<file path="config.mk">
export PLATFORM = sky130hd
export DESIGN_NAME = sram_burst_reader_flat
export DESIGN_NICKNAME = d
export VERILOG_FILES = /design/src/rtl/sram_burst_reader_pkg.sv /design/src/rtl/sram_burst_reader_if.sv /design/src/rtl/sram_burst_reader_skid.sv /design/src/rtl/sram_burst_reader.sv /design/src/flat_wrapper.sv
export SDC_FILE = /design/constraint.sdc
export NUM_CORES = 1
export LEC_CHECK = 0
export BUFFER_PORTS_ARGS = -buffer_cell sky130_fd_sc_hd__buf_2
export CAP_MARGIN = 40
export CORE_MARGIN = 5
export CORE_UTILIZATION = 40
export CTS_BUF_LIST = sky130_fd_sc_hd__clkbuf_8
export DETAILED_ROUTE_END_ITERATION = 12
export PLACE_DENSITY = 0.64
export REMOVE_ABC_BUFFERS = 1
export SETUP_SLACK_MARGIN = 0.1
export SLEW_MARGIN = 15
export SYNTH_ARGS = -nofsm -noshare
export SYNTH_HDL_FRONTEND = slang
export SYNTH_HIERARCHICAL = 1
export SYNTH_SLANG_ARGS = --single-unit
</file>
<file path="constraint.sdc">
create_clock -name clk_i -period 3.1 [get_ports clk_i]
set_input_delay 0.62 -clock clk_i [delete_from_list [all_inputs] [get_ports clk_i]]
set_output_delay 0.62 -clock clk_i [all_outputs]
set_load 0.005 [all_outputs]
</file>
<file path="src/rtl/sram_burst_reader_pkg.sv">
// Shared types and helpers for the SRAM burst read initiator.
package sram_burst_reader_pkg;

  typedef enum logic [1:0] {
    ST_IDLE  = 2'd0,
    ST_READ  = 2'd1,
    ST_DRAIN = 2'd2
  } state_t;

  // A read may go out only if the buffer can still take its data one cycle later.
  function automatic logic issue_allowed(input logic [1:0] count,
                                         input logic       outstanding,
                                         input logic       pop);
    logic [2:0] occupancy;
    occupancy = {1'b0, count} + {2'b00, outstanding} - {2'b00, pop};
    return occupancy < 3'd2;
  endfunction

endpackage

</file>
<file path="src/rtl/sram_burst_reader_if.sv">
// Command, SRAM read port and output stream of the burst reader.
interface sram_burst_reader_if #(
  parameter int DATA_WIDTH = 16,
  parameter int ADDR_WIDTH = 3,
  parameter int LEN_WIDTH  = 4
);
  logic                  cmd_valid_i;
  logic                  cmd_ready_o;
  logic [ADDR_WIDTH-1:0] cmd_addr_i;
  logic [LEN_WIDTH-1:0]  cmd_len_i;
  logic                  mem_rd_en_o;
  logic [ADDR_WIDTH-1:0] mem_raddr_o;
  logic [DATA_WIDTH-1:0] mem_rd_data_i;
  logic                  dout_valid_o;
  logic                  dout_ready_i;
  logic [DATA_WIDTH-1:0] dout_data_o;
  logic                  dout_last_o;
  logic                  busy_o;

  modport master (
    input  cmd_valid_i, cmd_addr_i, cmd_len_i, mem_rd_data_i, dout_ready_i,
    output cmd_ready_o, mem_rd_en_o, mem_raddr_o, dout_valid_o, dout_data_o,
           dout_last_o, busy_o
  );

  modport slave (
    output cmd_valid_i, cmd_addr_i, cmd_len_i, mem_rd_data_i, dout_ready_i,
    input  cmd_ready_o, mem_rd_en_o, mem_raddr_o, dout_valid_o, dout_data_o,
           dout_last_o, busy_o
  );
endinterface

</file>
<file path="src/rtl/sram_burst_reader_skid.sv">
// Two-entry FIFO of tagged words; caller never pushes into a full buffer without a pop.
module sram_burst_reader_skid #(
  parameter int WIDTH = 17
) (
  input  logic             clk_i,
  input  logic             rst_i,
  input  logic             push,
  input  logic [WIDTH-1:0] push_word,
  input  logic             pop,
  output logic [WIDTH-1:0] head_word,
  output logic [1:0]       count
);
  logic [WIDTH-1:0] entry [2];
  logic             wr_ptr;
  logic             rd_ptr;

  always_ff @(posedge clk_i or posedge rst_i) begin
    if (rst_i) begin
      for (int i = 0; i < 2; i++) entry[i] <= '0;
      wr_ptr <= 1'b0;
      rd_ptr <= 1'b0;
      count  <= 2'd0;
    end else begin
      if (push) begin
        entry[wr_ptr] <= push_word;
        wr_ptr        <= ~wr_ptr;
      end
      if (pop) rd_ptr <= ~rd_ptr;
      count <= count + {1'b0, push} - {1'b0, pop};
    end
  end

  assign head_word = entry[rd_ptr];

endmodule

</file>
<file path="src/rtl/sram_burst_reader.sv">
// Burst read initiator: issues SRAM reads and streams the words out with a last flag.
// state | meaning
// IDLE  | waiting for a command, cmd_ready_o high
// READ  | issuing reads whenever the buffer has room for the returning word
// DRAIN | every read issued, emptying the buffer up to the last beat
module sram_burst_reader
  import sram_burst_reader_pkg::*;
#(
  parameter int DATA_WIDTH = 16,
  parameter int ADDR_WIDTH = 3,
  parameter int LEN_WIDTH  = 4
) (
  input  logic                clk_i,
  input  logic                rst_i,
  sram_burst_reader_if.master bus
);
  state_t                state;
  logic [ADDR_WIDTH-1:0] addr;
  logic [LEN_WIDTH:0]    remaining;
  logic                  outstanding;
  logic                  pend_last;
  logic                  cmd_ready_q;
  logic                  busy_q;
  logic [1:0]            buf_count;
  logic [DATA_WIDTH:0]   head_word;
  logic                  dout_valid;
  logic                  pop;
  logic                  issue;
  logic                  issue_last;

  assign dout_valid = (buf_count != 2'd0);
  assign pop        = dout_valid & bus.dout_ready_i;
  assign issue      = (state == ST_READ) & issue_allowed(buf_count, outstanding, pop);
  assign issue_last = issue & (remaining == (LEN_WIDTH+1)'(1));

  always_ff @(posedge clk_i or posedge rst_i) begin
    if (rst_i) begin
      state       <= ST_IDLE;
      addr        <= '0;
      remaining   <= '0;
      outstanding <= 1'b0;
      pend_last   <= 1'b0;
      cmd_ready_q <= 1'b1;
      busy_q      <= 1'b0;
    end else begin
      // The SRAM answers one cycle after an issue, so the in-flight read is just last cycle's issue.
      outstanding <= issue;
      pend_last   <= issue_last;
      if (issue) begin
        addr      <= addr + ADDR_WIDTH'(1);
        remaining <= remaining - (LEN_WIDTH+1)'(1);
      end
      case (state)
        ST_IDLE: begin
          if (bus.cmd_valid_i) begin
            addr        <= bus.cmd_addr_i;
            remaining   <= {1'b0, bus.cmd_len_i} + (LEN_WIDTH+1)'(1);
            state       <= ST_READ;
            cmd_ready_q <= 1'b0;
            busy_q      <= 1'b1;
          end
        end
        ST_READ: begin
          if (issue_last) state <= ST_DRAIN;
        end
        ST_DRAIN: begin
          if (pop & head_word[DATA_WIDTH]) begin
            state       <= ST_IDLE;
            cmd_ready_q <= 1'b1;
            busy_q      <= 1'b0;
          end
        end
        default: state <= ST_IDLE;
      endcase
    end
  end

  sram_burst_reader_skid #(
    .WIDTH(DATA_WIDTH + 1)
  ) u_skid (
    .clk_i     (clk_i),
    .rst_i     (rst_i),
    .push      (outstanding),
    .push_word ({pend_last, bus.mem_rd_data_i}),
    .pop       (pop),
    .head_word (head_word),
    .count     (buf_count)
  );

  assign bus.cmd_ready_o  = cmd_ready_q;
  assign bus.busy_o       = busy_q;
  assign bus.mem_rd_en_o  = issue;
  assign bus.mem_raddr_o  = addr;
  assign bus.dout_valid_o = dout_valid;
  assign bus.dout_data_o  = head_word[DATA_WIDTH-1:0];
  assign bus.dout_last_o  = dout_valid & head_word[DATA_WIDTH];

endmodule

</file>
<file path="src/flat_wrapper.sv">
// flat-port wrapper written by rule: the top's interface ports become plain ports
module sram_burst_reader_flat import sram_burst_reader_pkg::*;
#(
  parameter int DATA_WIDTH = 16,
  parameter int ADDR_WIDTH = 3,
  parameter int LEN_WIDTH  = 4
)
  (clk_i, rst_i, bus_cmd_valid_i, bus_cmd_addr_i, bus_cmd_len_i, bus_mem_rd_data_i, bus_dout_ready_i, bus_cmd_ready_o, bus_mem_rd_en_o, bus_mem_raddr_o, bus_dout_valid_o, bus_dout_data_o, bus_dout_last_o, bus_busy_o);
  sram_burst_reader_if #(.DATA_WIDTH(DATA_WIDTH), .ADDR_WIDTH(ADDR_WIDTH), .LEN_WIDTH(LEN_WIDTH)) bus_i ();
  input  logic clk_i;
  input  logic rst_i;
  input wire logic [$bits(bus_i.cmd_valid_i)-1:0] bus_cmd_valid_i;
  input wire logic [$bits(bus_i.cmd_addr_i)-1:0] bus_cmd_addr_i;
  input wire logic [$bits(bus_i.cmd_len_i)-1:0] bus_cmd_len_i;
  input wire logic [$bits(bus_i.mem_rd_data_i)-1:0] bus_mem_rd_data_i;
  input wire logic [$bits(bus_i.dout_ready_i)-1:0] bus_dout_ready_i;
  output wire logic [$bits(bus_i.cmd_ready_o)-1:0] bus_cmd_ready_o;
  output wire logic [$bits(bus_i.mem_rd_en_o)-1:0] bus_mem_rd_en_o;
  output wire logic [$bits(bus_i.mem_raddr_o)-1:0] bus_mem_raddr_o;
  output wire logic [$bits(bus_i.dout_valid_o)-1:0] bus_dout_valid_o;
  output wire logic [$bits(bus_i.dout_data_o)-1:0] bus_dout_data_o;
  output wire logic [$bits(bus_i.dout_last_o)-1:0] bus_dout_last_o;
  output wire logic [$bits(bus_i.busy_o)-1:0] bus_busy_o;
  assign bus_i.cmd_valid_i = bus_cmd_valid_i;
  assign bus_i.cmd_addr_i = bus_cmd_addr_i;
  assign bus_i.cmd_len_i = bus_cmd_len_i;
  assign bus_i.mem_rd_data_i = bus_mem_rd_data_i;
  assign bus_i.dout_ready_i = bus_dout_ready_i;
  assign bus_cmd_ready_o = bus_i.cmd_ready_o;
  assign bus_mem_rd_en_o = bus_i.mem_rd_en_o;
  assign bus_mem_raddr_o = bus_i.mem_raddr_o;
  assign bus_dout_valid_o = bus_i.dout_valid_o;
  assign bus_dout_data_o = bus_i.dout_data_o;
  assign bus_dout_last_o = bus_i.dout_last_o;
  assign bus_busy_o = bus_i.busy_o;
  sram_burst_reader #(.DATA_WIDTH(DATA_WIDTH), .ADDR_WIDTH(ADDR_WIDTH), .LEN_WIDTH(LEN_WIDTH)) u_core (.clk_i(clk_i), .rst_i(rst_i), .bus(bus_i));
endmodule
</file>
==> impl_metrics.tcl <==
set metrics [dict create \
    startpoint_type "flop" \
    worstPathArrival_ns 2.20 \
    vias 1566 \
    leakagePower_nw 1.39 \
    rsz0062_at_grt "false" \
    drive_gt1_frac 0.510 \
    syn_area_per_cell_um2 13.7 \
    layout_common_cells "buf_2, dfrtp_1, mux2_2" \
    worstMarginPinSlew_ns 0.747 \
    cts_sinks 52 \
    timing.fmax_ghz 0.355 \
    grt_max_degree 20 \
    synth_area_mm2 0.00254 \
    clk_latency_ns 0.30 \
    path_class "reg2out" \
    hold_class "in2async" \
    async_reset_ff_frac 1.00 \
    hold_slack_ns 0.363 \
    gp_congestion 0.726 \
    diodes 0 \
    core_mm2 0.00628 \
    synthAdderAreaFrac 0.0374 \
    synth_simple_gate_area_frac 0.0919 \
    wl_mm 4.50 \
    worstPathCellList "nand2_1 > nor2_1 > o21ai_0 > fa_1 > xnor2_2 > nand3_4 > inv_4 > buf_2" \
    hold_violations 0 \
    worstPathMaxFanout 7 \
    drc_errors 0 \
    setup_ws_ns 0.283 \
    first_iter_violations 39 \
    antenna_left 0 \
    grt_pass1_vias 1692 \
    yosysUniqueCellTypes 41 \
    ys_seq_area_frac 0.512 \
    grt_pass1_wl_mm 8.02 \
    first_pass_iters 4 \
    fin_crit_sh 0.909 \
    tns_ns 0 \
    postSynthCellCount 186 \
    synth_edf_count 0 \
    multi_input_comb_area_mm2 0.00115 \
    antenna_found_initial 0 \
    worstSetupEndpointType "output pin" \
    htree_num_levels 2 \
    period_minus_slack_ns 2.82 \
    status "completed" \
    die_h_um 89.8 \
    crit_slowest_cell "dfrtp_2" \
    place_hpwl_mm 3.31 \
    finalSetupViolCount 0 \
    slew_headroom 0.501 \
    areaGrowthSynthToFinish_pct 15.7 \
    yosysWarningCount 6 \
    cpPeakStageDelay_ns 0.45 \
    synth_top_family_by_area "multiplexers" \
    start_util 0.405 \
    fill_cells 579 \
    clock-skew-final_ns 0.0102 \
    cap_violations 0 \
    fin_cells 318 \
    num_io_pins 51 \
    synthMuxAreaShare 0.244 \
    seq_area_mm2 0.00130 \
    synth-compound-area-share 0.0324 \
    synthFlopType "dfrtp_1" \
    die-area_mm2 0.00806 \
    nNetsFinal 275 \
    dp.cells 310 \
    root_buffer "clkbuf_8" \
    cts_buffer_depth 2 \
    required_ns 2.48 \
    max-vdd-ir-drop_mv 0.429 \
    ctsHoldBuffers 0 \
    portBuffers 50 \
    track_usage 0.120 \
    crit_buf_inv 2 \
    cpLargestDelayFamily "flip-flops" \
    place_ws_ns 0.268 \
    gr-total-overflow 0 \
    synth-xor-area-share 0.0442 \
    die_w_um 89.8 \
    cts-buffers-inserted 5 \
    wl_per_cell_um 14.1 \
    num_rows 29 \
    finalMaxSlewViolations 0 \
    ys_ff_latch 52 \
    clk_pin_slew_ns 0.09 \
    tritoncts "yes" \
    power_density_mw_per_mm2 1010 \
    viasPerCell 4.92 \
]
-- synth_stat cells (all sizes together), types with 2 or more instances --
cell type,count,area (um^2)
buf,6,63.8
nand2,7,31.3
a21oi,4,20.0
nand3,2,22.5
nor2,5,18.8
o21ai,6,30.0
mux2,51,612
ha,6,75.1
dfrtp,51,1280
inv,7,28.8
nand2b,4,25.0
a211o,2,17.5
nor3b,2,15.0
and2,2,12.5
nand4,3,18.8
xor2,6,52.6
or2,2,12.5
xnor2,6,60.1
-- cells by family after synthesis --
logic type | after synthesis
AOI/OAI and AO/OA | 14
adders and majority gates | 7
and+or+nand+nor | 35
DFF | 52
xor gates and xnor gates | 12
muxes | 52
buffers and inverters | 14
-- path summary, 6_finish.rpt --
| kind | startpoint | end | slack, ns | cells after the start |
|---|---|---|---|---|
| min in group clk_i | u_core/bus.busy_o | u_core/bus.busy_o | 0.49 | 1 |
| hold reg to reg | u_core/bus.busy_o | u_core/bus.busy_o | 0.49 | 1 |
| setup reg to reg | u_core/u_skid/count[1] | u_core/remaining[4] | 0.92 | 8 |
| max in group asynchronous | rst_i | u_core/u_skid/entry[17] | 2.02 | 3 |
| setup / recovery | u_core/u_skid/count[1] | bus_mem_rd_en_o | 0.28 | 8 |
| hold / removal | rst_i | u_core/state[1] | 0.36 | 2 |
-- report_power, final --
part / leakage (nW) / total [mW] / switching (mW) / internal [mW]
Clock: 0.0400 / 0.367 / 0.214 / 0.153
Sequential: 0.613 / 1.20 / 0.199 / 1.00
Combinational: 0.740 / 1.41 / 0.586 / 0.820
-- registers in the layout, summed over array words and instances (netlist names) --
| name | cells |
|---|---|
| u_core/u_skid/entry | 34 |
| u_core/remaining | 5 |
| u_core/bus.mem_raddr_o | 3 |
| u_core/state | 2 |
| u_core/u_skid/count | 2 |
| u_core/bus.busy_o | 1 |
| u_core/bus.cmd_ready_o | 1 |
| u_core/outstanding | 1 |
| u_core/pend_last | 1 |
| u_core/u_skid/rd_ptr | 1 |
| u_core/u_skid/wr_ptr | 1 |
-- metal layers --
| metal | part of all wire | up-vias | global-route usage |
|---|---|---|---|
| met5 | 0 | - | 0 |
| met4 | 0.015 | 0 | 0.0416 |
| met3 | 0.059 | 7 | 0.0367 |
| met2 | 0.47 | 42 | 0.191 |
| met1 | 0.46 | 764 | 0.156 |
| li1 | - | 753 | - |
-- metrics by stage --
stage	area (um^2)	power (mW)	util
floorplan	2480	2.19	-
global route	2940	3.23	0.469
finish	2940	2.97	0.469
detailed placement	2850	2.62	0.455
global placement	2850	2.59	0.455
CTS	2940	3.00	0.468
-- cell type report --
class | instances | share of cell area
repair buffers | 55 | 0.0977
well taps | 77 | 0.0327
inverters | 7 | 0.00977
flip-flops and latches | 52 | 0.443
clock buffers | 5 | 0.0234
clock inverters | 2 | 0.00425
multi-input cells | 120 | 0.389
-- what timing repair did --
| action | CTS | global route |
|---|---|---|
| setup buffers | 0 | 1 |
| gates resized for setup | 0 | 1 |
| setup endpoints to repair | 0 | 1 |
Note: power is estimated with default switching activity, not from simulation.
